<file path="src/rtl/tpuv2.sv">
// tpuv2: DIM x DIM signed matrix-multiply engine behind a single-word MMIO port.
//
// Computes C = A*B (CTRL.ACC = 0) or C = C + A*B (CTRL.ACC = 1). A, B and C are
// held internally and are randomly addressable one packed row word at a time.
// The engine is output-stationary: one row i of C is updated per DIM cycles,
// all DIM columns in parallel. A run therefore always takes exactly DIM*DIM cycles.
//
// Optional build macro: SATURATE_EN -- clamp each accumulate step to the signed
// BITS_C range instead of wrapping.
//
// Ports:
//   clk      in   clock
//   rst_n    in   asynchronous active-low reset (clears all storage and state)
//   r_w      in   1 = write on this clock edge, 0 = read
//   addr     in   [ADDRW-1:0] byte address
//   dataIn   in   [DATAW-1:0] write data
//   dataOut  out  [DATAW-1:0] read data, combinational from addr
//   busy     out  high while the engine runs
//   done     out  one-cycle pulse during the last compute cycle
//
// Address map (S = DATAW/8 bytes per word):
//   0x0100 A rows, 0x0200 B rows, 0x0300 C rows,
//   0x0400 CTRL, 0x0400+S STATUS {done_sticky, busy}, 0x0400+2S CYCLES.
module tpuv2 #(
    parameter int BITS_AB = 8,
    parameter int BITS_C  = 16,
    parameter int DIM     = 8,
    parameter int ADDRW   = 16,
    parameter int DATAW   = 64
) (
    input  logic             clk,
    input  logic             rst_n,
    input  logic             r_w,
    input  logic [ADDRW-1:0] addr,
    input  logic [DATAW-1:0] dataIn,
    output logic [DATAW-1:0] dataOut,
    output logic             busy,
    output logic             done
);

    localparam int S      = DATAW / 8;
    localparam int EPA    = DATAW / BITS_AB;
    localparam int WPA    = (DIM + EPA - 1) / EPA;
    localparam int EPC    = DATAW / BITS_C;
    localparam int WPC    = (DIM + EPC - 1) / EPC;
    localparam int IW     = (DIM > 1) ? $clog2(DIM) : 1;
    localparam int CW     = $clog2(DIM * DIM + 1);
    localparam int A_BASE = 'h0100;
    localparam int B_BASE = 'h0200;
    localparam int C_BASE = 'h0300;
    localparam int CTRL_A = 'h0400;
    localparam int STAT_A = 'h0400 + S;
    localparam int CYC_A  = 'h0400 + 2 * S;

    localparam logic [IW-1:0]            LAST  = IW'(DIM - 1);
    localparam logic signed [BITS_C-1:0] C_MAX = {1'b0, {(BITS_C-1){1'b1}}};
    localparam logic signed [BITS_C-1:0] C_MIN = {1'b1, {(BITS_C-1){1'b0}}};

    typedef enum logic {IDLE, RUN} state_t;

    // Wrap or clamp a one-bit-wider sum back into the C element width.
    function automatic logic signed [BITS_C-1:0] fit_c(input logic signed [BITS_C:0] s);
        logic signed [BITS_C-1:0] r;
        r = s[BITS_C-1:0];
`ifdef SATURATE_EN
        if (s[BITS_C] != s[BITS_C-1]) r = s[BITS_C] ? C_MIN : C_MAX;
`endif
        return r;
    endfunction

    // One MAC step: base + a*b, product sign-extended/truncated to BITS_C first.
    function automatic logic signed [BITS_C-1:0] mac_step(
        input logic signed [BITS_C-1:0]  base,
        input logic signed [BITS_AB-1:0] a,
        input logic signed [BITS_AB-1:0] b
    );
        logic signed [2*BITS_AB-1:0] prod;
        logic signed [BITS_C-1:0]    pext;
        logic signed [BITS_C:0]      sum;
        prod = a * b;
        pext = BITS_C'(prod);
        sum  = {base[BITS_C-1], base} + {pext[BITS_C-1], pext};
        return fit_c(sum);
    endfunction

    logic signed [BITS_AB-1:0] a_q [DIM][DIM];
    logic signed [BITS_AB-1:0] a_d [DIM][DIM];
    logic signed [BITS_AB-1:0] b_q [DIM][DIM];
    logic signed [BITS_AB-1:0] b_d [DIM][DIM];
    logic signed [BITS_C-1:0]  c_q [DIM][DIM];
    logic signed [BITS_C-1:0]  c_d [DIM][DIM];

    state_t          state_q, state_d;
    logic [IW-1:0]   i_q, i_d, k_q, k_d;
    logic [CW-1:0]   cnt_q, cnt_d, cycles_q, cycles_d;
    logic            acc_q, acc_d, busy_q, busy_d, done_q, done_d, sticky_q, sticky_d;

    // Address decode. Offsets are computed as signed ints so addresses below a
    // base simply miss; misaligned offsets and rows >= DIM also miss.
    int   ua, oa, ob, oc;
    int   a_row, a_wd, b_row, b_wd, c_row, c_wd;
    logic a_hit, b_hit, c_hit, ctrl_hit, stat_hit, cyc_hit;

    always_comb begin
        ua       = int'(addr);
        oa       = ua - A_BASE;
        ob       = ua - B_BASE;
        oc       = ua - C_BASE;
        a_hit    = (oa >= 0) && (oa < DIM * WPA * S) && ((oa % S) == 0);
        b_hit    = (ob >= 0) && (ob < DIM * WPA * S) && ((ob % S) == 0);
        c_hit    = (oc >= 0) && (oc < DIM * WPC * S) && ((oc % S) == 0);
        a_row    = (oa / S) / WPA;
        a_wd     = (oa / S) % WPA;
        b_row    = (ob / S) / WPA;
        b_wd     = (ob / S) % WPA;
        c_row    = (oc / S) / WPC;
        c_wd     = (oc / S) % WPC;
        ctrl_hit = (ua == CTRL_A);
        stat_hit = (ua == STAT_A);
        cyc_hit  = (ua == CYC_A);
    end

    // Read mux. C is hidden while the engine is rewriting it.
    always_comb begin
        dataOut = '0;
        if (a_hit) begin
            for (int j = 0; j < EPA; j++)
                if (a_wd * EPA + j < DIM)
                    dataOut[j*BITS_AB +: BITS_AB] = a_q[IW'(a_row)][IW'(a_wd * EPA + j)];
        end else if (b_hit) begin
            for (int j = 0; j < EPA; j++)
                if (b_wd * EPA + j < DIM)
                    dataOut[j*BITS_AB +: BITS_AB] = b_q[IW'(b_row)][IW'(b_wd * EPA + j)];
        end else if (c_hit && !busy_q) begin
            for (int j = 0; j < EPC; j++)
                if (c_wd * EPC + j < DIM)
                    dataOut[j*BITS_C +: BITS_C] = c_q[IW'(c_row)][IW'(c_wd * EPC + j)];
        end else if (stat_hit) begin
            dataOut[1:0] = {sticky_q, busy_q};
        end else if (cyc_hit) begin
            dataOut[CW-1:0] = cycles_q;
        end
    end

    // Next-state: host writes in IDLE, MAC sweep in RUN.
    always_comb begin
        a_d      = a_q;
        b_d      = b_q;
        c_d      = c_q;
        state_d  = state_q;
        i_d      = i_q;
        k_d      = k_q;
        cnt_d    = cnt_q;
        cycles_d = cycles_q;
        acc_d    = acc_q;
        sticky_d = sticky_q;
        case (state_q)
            IDLE: begin
                if (r_w) begin
                    if (a_hit)
                        for (int j = 0; j < EPA; j++)
                            if (a_wd * EPA + j < DIM)
                                a_d[IW'(a_row)][IW'(a_wd * EPA + j)] = dataIn[j*BITS_AB +: BITS_AB];
                    if (b_hit)
                        for (int j = 0; j < EPA; j++)
                            if (b_wd * EPA + j < DIM)
                                b_d[IW'(b_row)][IW'(b_wd * EPA + j)] = dataIn[j*BITS_AB +: BITS_AB];
                    if (c_hit)
                        for (int j = 0; j < EPC; j++)
                            if (c_wd * EPC + j < DIM)
                                c_d[IW'(c_row)][IW'(c_wd * EPC + j)] = dataIn[j*BITS_C +: BITS_C];
                    if (ctrl_hit) begin
                        state_d  = RUN;
                        i_d      = '0;
                        k_d      = '0;
                        cnt_d    = '0;
                        sticky_d = 1'b0;
                        acc_d    = dataIn[0];
                    end
                end
            end
            RUN: begin
                // k = 0 starts a fresh dot product unless accumulating into C.
                for (int j = 0; j < DIM; j++)
                    c_d[i_q][IW'(j)] = mac_step((k_q != '0 || acc_q) ? c_q[i_q][IW'(j)] : '0,
                                                a_q[i_q][k_q], b_q[k_q][IW'(j)]);
                cnt_d = cnt_q + 1'b1;
                if (k_q == LAST) begin
                    k_d = '0;
                    if (i_q == LAST) begin
                        state_d  = IDLE;
                        sticky_d = 1'b1;
                        cycles_d = cnt_q + 1'b1;
                    end else begin
                        i_d = i_q + 1'b1;
                    end
                end else begin
                    k_d = k_q + 1'b1;
                end
            end
            default: state_d = IDLE;
        endcase
        // Outputs are registered: look ahead at the state being entered.
        busy_d = (state_d == RUN);
        done_d = (state_d == RUN) && (i_d == LAST) && (k_d == LAST);
    end

    always_ff @(posedge clk or negedge rst_n) begin
        if (!rst_n) begin
            a_q      <= '{default: '0};
            b_q      <= '{default: '0};
            c_q      <= '{default: '0};
            state_q  <= IDLE;
            i_q      <= '0;
            k_q      <= '0;
            cnt_q    <= '0;
            cycles_q <= '0;
            acc_q    <= 1'b0;
            sticky_q <= 1'b0;
            busy_q   <= 1'b0;
            done_q   <= 1'b0;
        end else begin
            a_q      <= a_d;
            b_q      <= b_d;
            c_q      <= c_d;
            state_q  <= state_d;
            i_q      <= i_d;
            k_q      <= k_d;
            cnt_q    <= cnt_d;
            cycles_q <= cycles_d;
            acc_q    <= acc_d;
            sticky_q <= sticky_d;
            busy_q   <= busy_d;
            done_q   <= done_d;
        end
    end

    assign busy = busy_q;
    assign done = done_q;

endmodule

</file>
<file path="config.mk">
export PLATFORM = sky130hd
export DESIGN_NAME = tpuv2
export DESIGN_NICKNAME = d
export VERILOG_FILES = /design/src/rtl/tpuv2.sv
export SDC_FILE = /design/constraint.sdc
export NUM_CORES = 2
export LEC_CHECK = 0
export CELL_PAD_IN_SITES_DETAIL_PLACEMENT = 0
export CELL_PAD_IN_SITES_GLOBAL_PLACEMENT = 1
export CORE_UTILIZATION = 54
export DETAILED_ROUTE_END_ITERATION = 16
export PLACE_DENSITY_LB_ADDON = 0.1
export SLEW_MARGIN = 25
export SYNTH_ARGS = -nofsm -noshare
export SYNTH_HDL_FRONTEND = slang
export SYNTH_SLANG_ARGS = --single-unit
</file>
<file path="constraint.sdc">
create_clock -name clk -period 15.11 [get_ports clk]
set_input_delay 3.022 -clock clk [delete_from_list [all_inputs] [get_ports clk]]
set_output_delay 3.022 -clock clk [all_outputs]
set_load 0.005 [all_outputs]
</file>
* Yosys cells after proc, flatten, opt, wreduce, memory -nomap -nowiden *
Index checks and enable logic that the tools add are counted.

cells by class
  add/sub/neg operators = 17
  multiply operators = 4
  magnitude comparators = 27
  equal/unequal tests = 12
  muxes and demuxes = 199
  bitwise gates (word level) = 14
  reduce and logical (&&, ||, !) cells = 33

operator list
  operator               number
  $mux W512              42
  $mux W1024             15
  $bwmux W1024           12
  $bwmux W512            16
  $demux W128 S3         9
  $pmux W1024 S2         1
  $demux W64 S3          10
  $mux W128              9
  $bmux W128 S3          2
  $bmux W64 S3           4
  $mux W64               12
  $mux W16               20
  $bmux W16 S3           4
  $demux W16 S3          4
  $mux W112              1
  $mux W56               2
  $logic_not A32 Y1      3
  $lt A32 B5 Y1 const B  3
  $mux W48               2
  $mux W96               1
  $mux W40               2
  $mux W80               1
  $add A16 B16 Y16       4
  $mul A8 B8 Y16         4
  43 further kinds       123

word-level totals
  bits in registers = 2072
  bits of input ports = 83
  output and inout port bits = 66
  logic and storage cells = 506

* Depth between registers and ports, before layout *
  depth after elaboration = 38
  mapped depth = 31
  mapped depth without buffers = 27

* Worst setup path before layout *
Ideal clock, no wire load.

  kind = input-to-output
  from = input port addr[10]
  to = output port dataOut[38]
  data arrival time = 6.829 ns
  data required time = 12.088 ns
  setup slack = 5.259 ns
  cell stages on the path = 18
  path buffers = 6
  cell sequence = buf_2 nor3_1 nand2_1 or2_2 nor2_1 ha_1 nand3_2 nor4_1 nor3b_1 ha_1 ha_1 buf_2 buf_2 buf_2 clkbuf_1 buf_1 a21oi_1 a211oi_1

on the way
  longest elaborated chain between the ends = 16
  elaborated cells between the ends (all ways) = 25
  classes of those cells = 4 x add/sub; 3 x order compare; 10 x mux; 4 x bitwise; 4 x reduce/logical

RTL lines
  what                                          line  source
  from (decl)                                   34    input logic [ADDRW-1:0] addr,
  $sub A16 B10 Y17 (*)                          108   oc = ua - C_BASE;
  $and A1 B1 Y1 (no source line)                --
  $add A32 B1 Y32 (no source line)              --
  $and A1 B1 Y1 (no source line)                --
  $add A3 B1 Y3 (no source line)                --
  $not A3 Y3 (not written as such)              137   dataOut[j*BITS_C +: BITS_C] = c_q[IW'(c_row)][IW'(c_wd * EPC + j)];
  $bmux W128 S3                                 137
  $mux W128 (not written as such) (2 in a row)  137
  $bmux W16 S3                                  137
  $mux W16 (not written as such) (2 in a row)   137
  $mux W16                                      136   if (c_wd * EPC + j < DIM)
  $mux W57 (*)                                  134   end else if (c_hit && !busy_q) begin
  $mux W64 (*)                                  130   end else if (b_hit) begin
  $mux W64 (*)                                  126   if (a_hit) begin
  to (decl)                                     36    output logic [DATAW-1:0] dataOut,

Every way passes the cells marked *; elsewhere a longest branch is shown, timed or not. The select of a mux whose other input is x is not followed.

* Worst setup path in the final report *
  from = input port addr[10]
  to = output port dataOut[7]

on the way
  longest elaborated chain between the ends = 16
  elaborated cells between the ends (all ways) = 48
  classes of those cells = 7 x add/sub; 7 x order compare; 16 x mux; 8 x bitwise; 10 x reduce/logical

RTL lines
  what                                          line
  $sub A16 B10 Y17                              108
  $and A1 B1 Y1 (no source line)                --
  $add A32 B1 Y32 (no source line)              --
  $and A1 B1 Y1 (no source line)                --
  $add A3 B1 Y3 (no source line)                --
  $not A3 Y3 (not written as such)              137
  $bmux W128 S3                                 137
  $mux W128 (not written as such) (2 in a row)  137
  $bmux W16 S3                                  137
  $mux W16 (not written as such) (2 in a row)   137
  $mux W16                                      136
  $mux W57                                      134
  $mux W64                                      130
  $mux W64 (*)                                  126

Marks and branches as above.

==> results.md <==
Status:
- The flow ran to the end, and the final reports show no timing, DRC or antenna violations.

Yosys:
- The unique cell type count in the Yosys netlist is 87.
- Summing the areas of all compound-gate instances in the mapped netlist gives 18.3% of the synthesized area.
- The average instance in the mapped netlist occupies 9.90 um^2.
- Yosys printed 0 warnings.
- The share of the Yosys chip area taken by registers is 38.6%.
- The synthesized netlist cell count is 6868.
- In this run the biggest area consumer among cell types represents 38.6% of the synthesized area.
- dfrtp_1 takes more of the synthesized area than any other cell.
- After synthesis, the largest family of logic cells by area is compound AO/OA/AOI/OAI gates.
- Summing the areas of all xor and xnor instances in the mapped netlist gives 1.27% of the synthesized area.
- The simple logic cell fraction of the synthesized area is 11.0%.
- For this run, asynchronously set or reset flops after synthesis account for 100%.
- By area the synthesized netlist is led by dfrtp_1 (39%), fa_1 (8.5%), mux2_2 (5.5%).
- The cell area after technology mapping is 68000 um^2.
- Measured against the total synthesized area, the mux share comes to 12.6%.
- The post-synthesis share of cell area spent on full adders, half adders and majority gates is 11.5%.
- The number of enable flip-flop cells after synthesis is 0.
- The number of register bits inferred by synthesis is 1048.
- The number of nets handed over by synthesis was 7401.
- The prevailing post-synth register cell is dfrtp_1.

STA:
- The relative max-transition margin is 14.0%.
- The transition time of the tightest slew-check pin is 1.28 ns.
- Setup violations remaining at the end of the flow were counted as 0.
- The maximum clock frequency is 77.5 MHz.
- After layout, the worst path uses 85.4% of the clock period.
- The final number of hold-violating endpoints came to 0.
- The maximum clock skew at final layout is 0.0911 ns.
- The setup TNS after final layout is 0 ns.
- The tightest hold path in the finished design has a slack of 0.370 ns.
- The number of pins exceeding their max-slew limit in the final report is 0.
- Setup repair after global routing left no endpoint under its margin.
- The clock period minus final worst setup slack is 12.91 ns.

Critical path:
- STA puts the critical path data required time at 12.09 ns.
- The worst reg2reg path endpoint is c_q[479].
- STA puts the critical path data arrival time at 9.89 ns.
- The slack of the worst reg-to-reg path is 4.72 ns.
- The kind of critical path is input pin to output port.
- The depth of the most critical reg-to-reg path is 23.
- The endpoint type of the worst setup path is an output port.
- The worst register-to-register path begins at i_q[0].
- The launching instance or port of the critical path is addr[10].
- Along the worst path, the maximum fanout reaches 66.
- The worst setup path is launched from an input pin.
- Following the worst setup path forward leads to its endpoint at dataOut[7].

Clock network:
- The CTS tree is built.
- At the later pin of the worst-skew pair, clock insertion delay measures 0.82 ns.
- In this run, post-CTS repair resized a total of 0 instances.
- No sink is reached through more buffers than the 3 on the longest clock path.
- The number of levels in the clock H-tree is 3.
- The total number of clock tree sinks is 1048.
- After clock tree synthesis, the setup repair step added 0 buffers.
- The clock tree root buffer cell is clkbuf_16.
- Counting the buffers created by CTS gives 119.
- Clock-pin slew was measured on the worst setup and hold paths at 0.05 ns.
- The number of hold buffers added after CTS was 0.

Route:
- After detailed routing, the number of vias per cell comes to 7.10.
- The number of DRC violations after detailed-routing iteration 0 is 8423.
- The detailed router placed 58400 vias in this run.
- The average wire per cell in the routed design is 34.5 um.
- The total length of routed wires is 284000 um.
- The first detailed-routing pass ran for 9 iterations.
- The number of remaining DRC errors is 0.
- The remaining antenna violation count after routing is 0.

Final layout:
- The layout has 10600 filler cells.
- The number of nets in the layout is 7012.
- The fraction of layout cells with a size suffix above 1 is 14.6%.
- Leaving out filler cells and counting taps, the final layout contains 8232.
- The area growth from synthesis to layout is 9.48%.
- For this run, the share of the core covered by cells in the final layout is 59.9%.

Power:
- IR analysis of the VDD net gives a maximum drop of 0.114 mV.
- The reported leakage power is 32.9 nW.
- The final total power is 6.28 mW.
- The clock network accounts for 48.7% of the total power.
- Cell internal power was estimated by the tool at 4.66 mW.
- The proportion of power drawn by combinational gates is 6.4%.
- The power spent charging and discharging nets is 1.62 mW.
- Sequential cells burn 44.8% of the power.
- Net switching is 25.8% of the power.
- The total power divided by cell area is 84.3 nW/um^2.

Place:
- The number of buffers added on ports is 148.
- After legalization and detailed placement, the total HPWL measured 180000 um.
- The number of cells in the design after placement is 7993.
- The final RePlAce weighted congestion is 0.978.

Floorplanning:
- The number of placed I/O pins is 149.
- The initial utilization of the core area, before any placement, comes to 54.7%.
- The die area is 127000 um^2.
- The height of the die is 357 um.
- The number of rows in the core area is 129.
- Measured along the x axis, the die boundary spans 357 um.
- The area of the core is 124000 um^2.

Global route:
- The via count of the first global-routing pass came to 57600.
- Global routing used 44.7% of the available tracks.
- The first global-routing pass estimated 410000 um of wire.
- The number of antenna violations at the first check in global routing is 21.
- The maximum number of pins on one net before global-route repair is 175.
- Global routing finished with a remaining overflow of 0.

Flow run:
- The max capacitance violation total is 0.

Worst hold path:
- The worst hold-check path type is register to register.
- The worst hold path was traced through 0 stages.
-- cells by family (layout without fill, tap and decap cells) --
group,after synthesis,count (layout)
adder cells (fa/ha/maj),450,450
multiplexers,659,659
other,0,15
buffers and inverters,1137,849
XOR/XNOR,95,95
AO/OA/AOI/OAI,1799,1799
flip-flops,1048,1048
AND/OR/NAND/NOR,1680,1680
-- metrics by stage --
stage               setup WS, ns  instance area (um^2)
global route                2.16                 74400
global placement            2.40                 70000
floorplan                   5.26                 68000
finish                      2.20                 74400
CTS                         2.61                 74300
detailed placement          2.64                 70200
-- power groups by stage --
| stage | combinational [mW] | clock, mW | sequential [mW] |
|---|---|---|---|
| 3_3_place_gp | 0.389 | 0 | 2.86 |
| 4_1_cts | 0.393 | 3.06 | 2.81 |
| 6_report | 0.404 | 3.06 | 2.81 |
| 3_5_place_dp | 0.392 | 0 | 2.86 |
| 2_1_floorplan | 0.182 | 0 | 2.86 |
| 5_1_grt | 0.422 | 3.17 | 2.81 |
-- flip-flops by register name, summed over array words and instances, names as in the netlist --
signal	flops
i_q	3
cycles_q	7
acc_q	1
cnt_q	7
c_q	512
a_q	256
k_q	3
b_q	256
sticky_q	1
done	1
state_q	1
-- how the worst min path moves through the flow --
stage / start / to / slack, ns
floorplan: b_q[186] / b_q[186] / 0.42
global placement: b_q[226] / b_q[226] / 0.36
detailed placement: b_q[234] / b_q[234] / 0.36
CTS: b_q[249] / b_q[249] / 0.37
global route: b_q[62] / b_q[62] / 0.38
finish: b_q[249] / b_q[249] / 0.37
-- cell type report --
cell class	count	area (um^2)	share of cell area, %
Antenna cell	15	37.5	0.0504
Clock buffer	181	3480	4.68
Clock inverter	41	597	0.802
Inverter	297	1110	1.50
Multi-Input combinational cell	4683	37800	50.8
Sequential cell	1048	26200	35.3
Tap cell	1637	2050	2.75
Timing Repair Buffer	330	3100	4.17
-- cells in the final DEF, fill, tap and decap left out, drive strengths merged, types with 181 or more instances in the layout --
cell type and count:
dfrtp 1048, nand2 648, nor2 521, a22oi 406, o21ai 376, mux2 337
inv 294, fa 287, a21oi 254, mux2i 200, buf 183, clkbuf 181
-- metal layers --
layer  up-vias  part of all wire (%)  global-route usage [%]
met5         -                  0.10                       0
met4        12                   8.8                    30.8
met3      1180                    13                    14.3
met2      4231                    42                    64.9
met1     29200                    36                    56.9
li1      23800                     -                       -
-- Yosys cell counts (51+ instances only) --
cell / number
o22ai_1: 81
nand2_1: 648
mux2_2: 334
a22oi_1: 406
mux4_2: 121
and2_1: 90
a21oi_1: 250
buf_1: 94
o21ai_0: 361
mux2i_1: 200
clkbuf_1: 580
dfrtp_1: 1048
nand3_1: 51
a221oi_1: 151
o221ai_1: 115
ha_1: 163
xnor2_1: 67
a211oi_1: 77
inv_1: 292
fa_1: 287
nor2b_1: 92
a31oi_1: 68
nor3_1: 97
buf_2: 135
nor2_1: 512
-- worst max-delay path: stages --
cell	delay, ns
clkdlybuf4s50_1	0.57
nor3_1	0.30
nand2_1	0.21
or2_2	0.38
nor2_1	0.12
ha_1	0.24
nand3_2	0.22
nor4_1	0.38
nor3b_1	0.15
ha_4	0.19
ha_4	0.77
buf_4	0.91
mux4_2	0.60
mux2i_1	0.51
o22ai_1	0.43
o22a_1	0.32
clkdlybuf4s50_1	0.45
(Power assumes the default switching activity.)
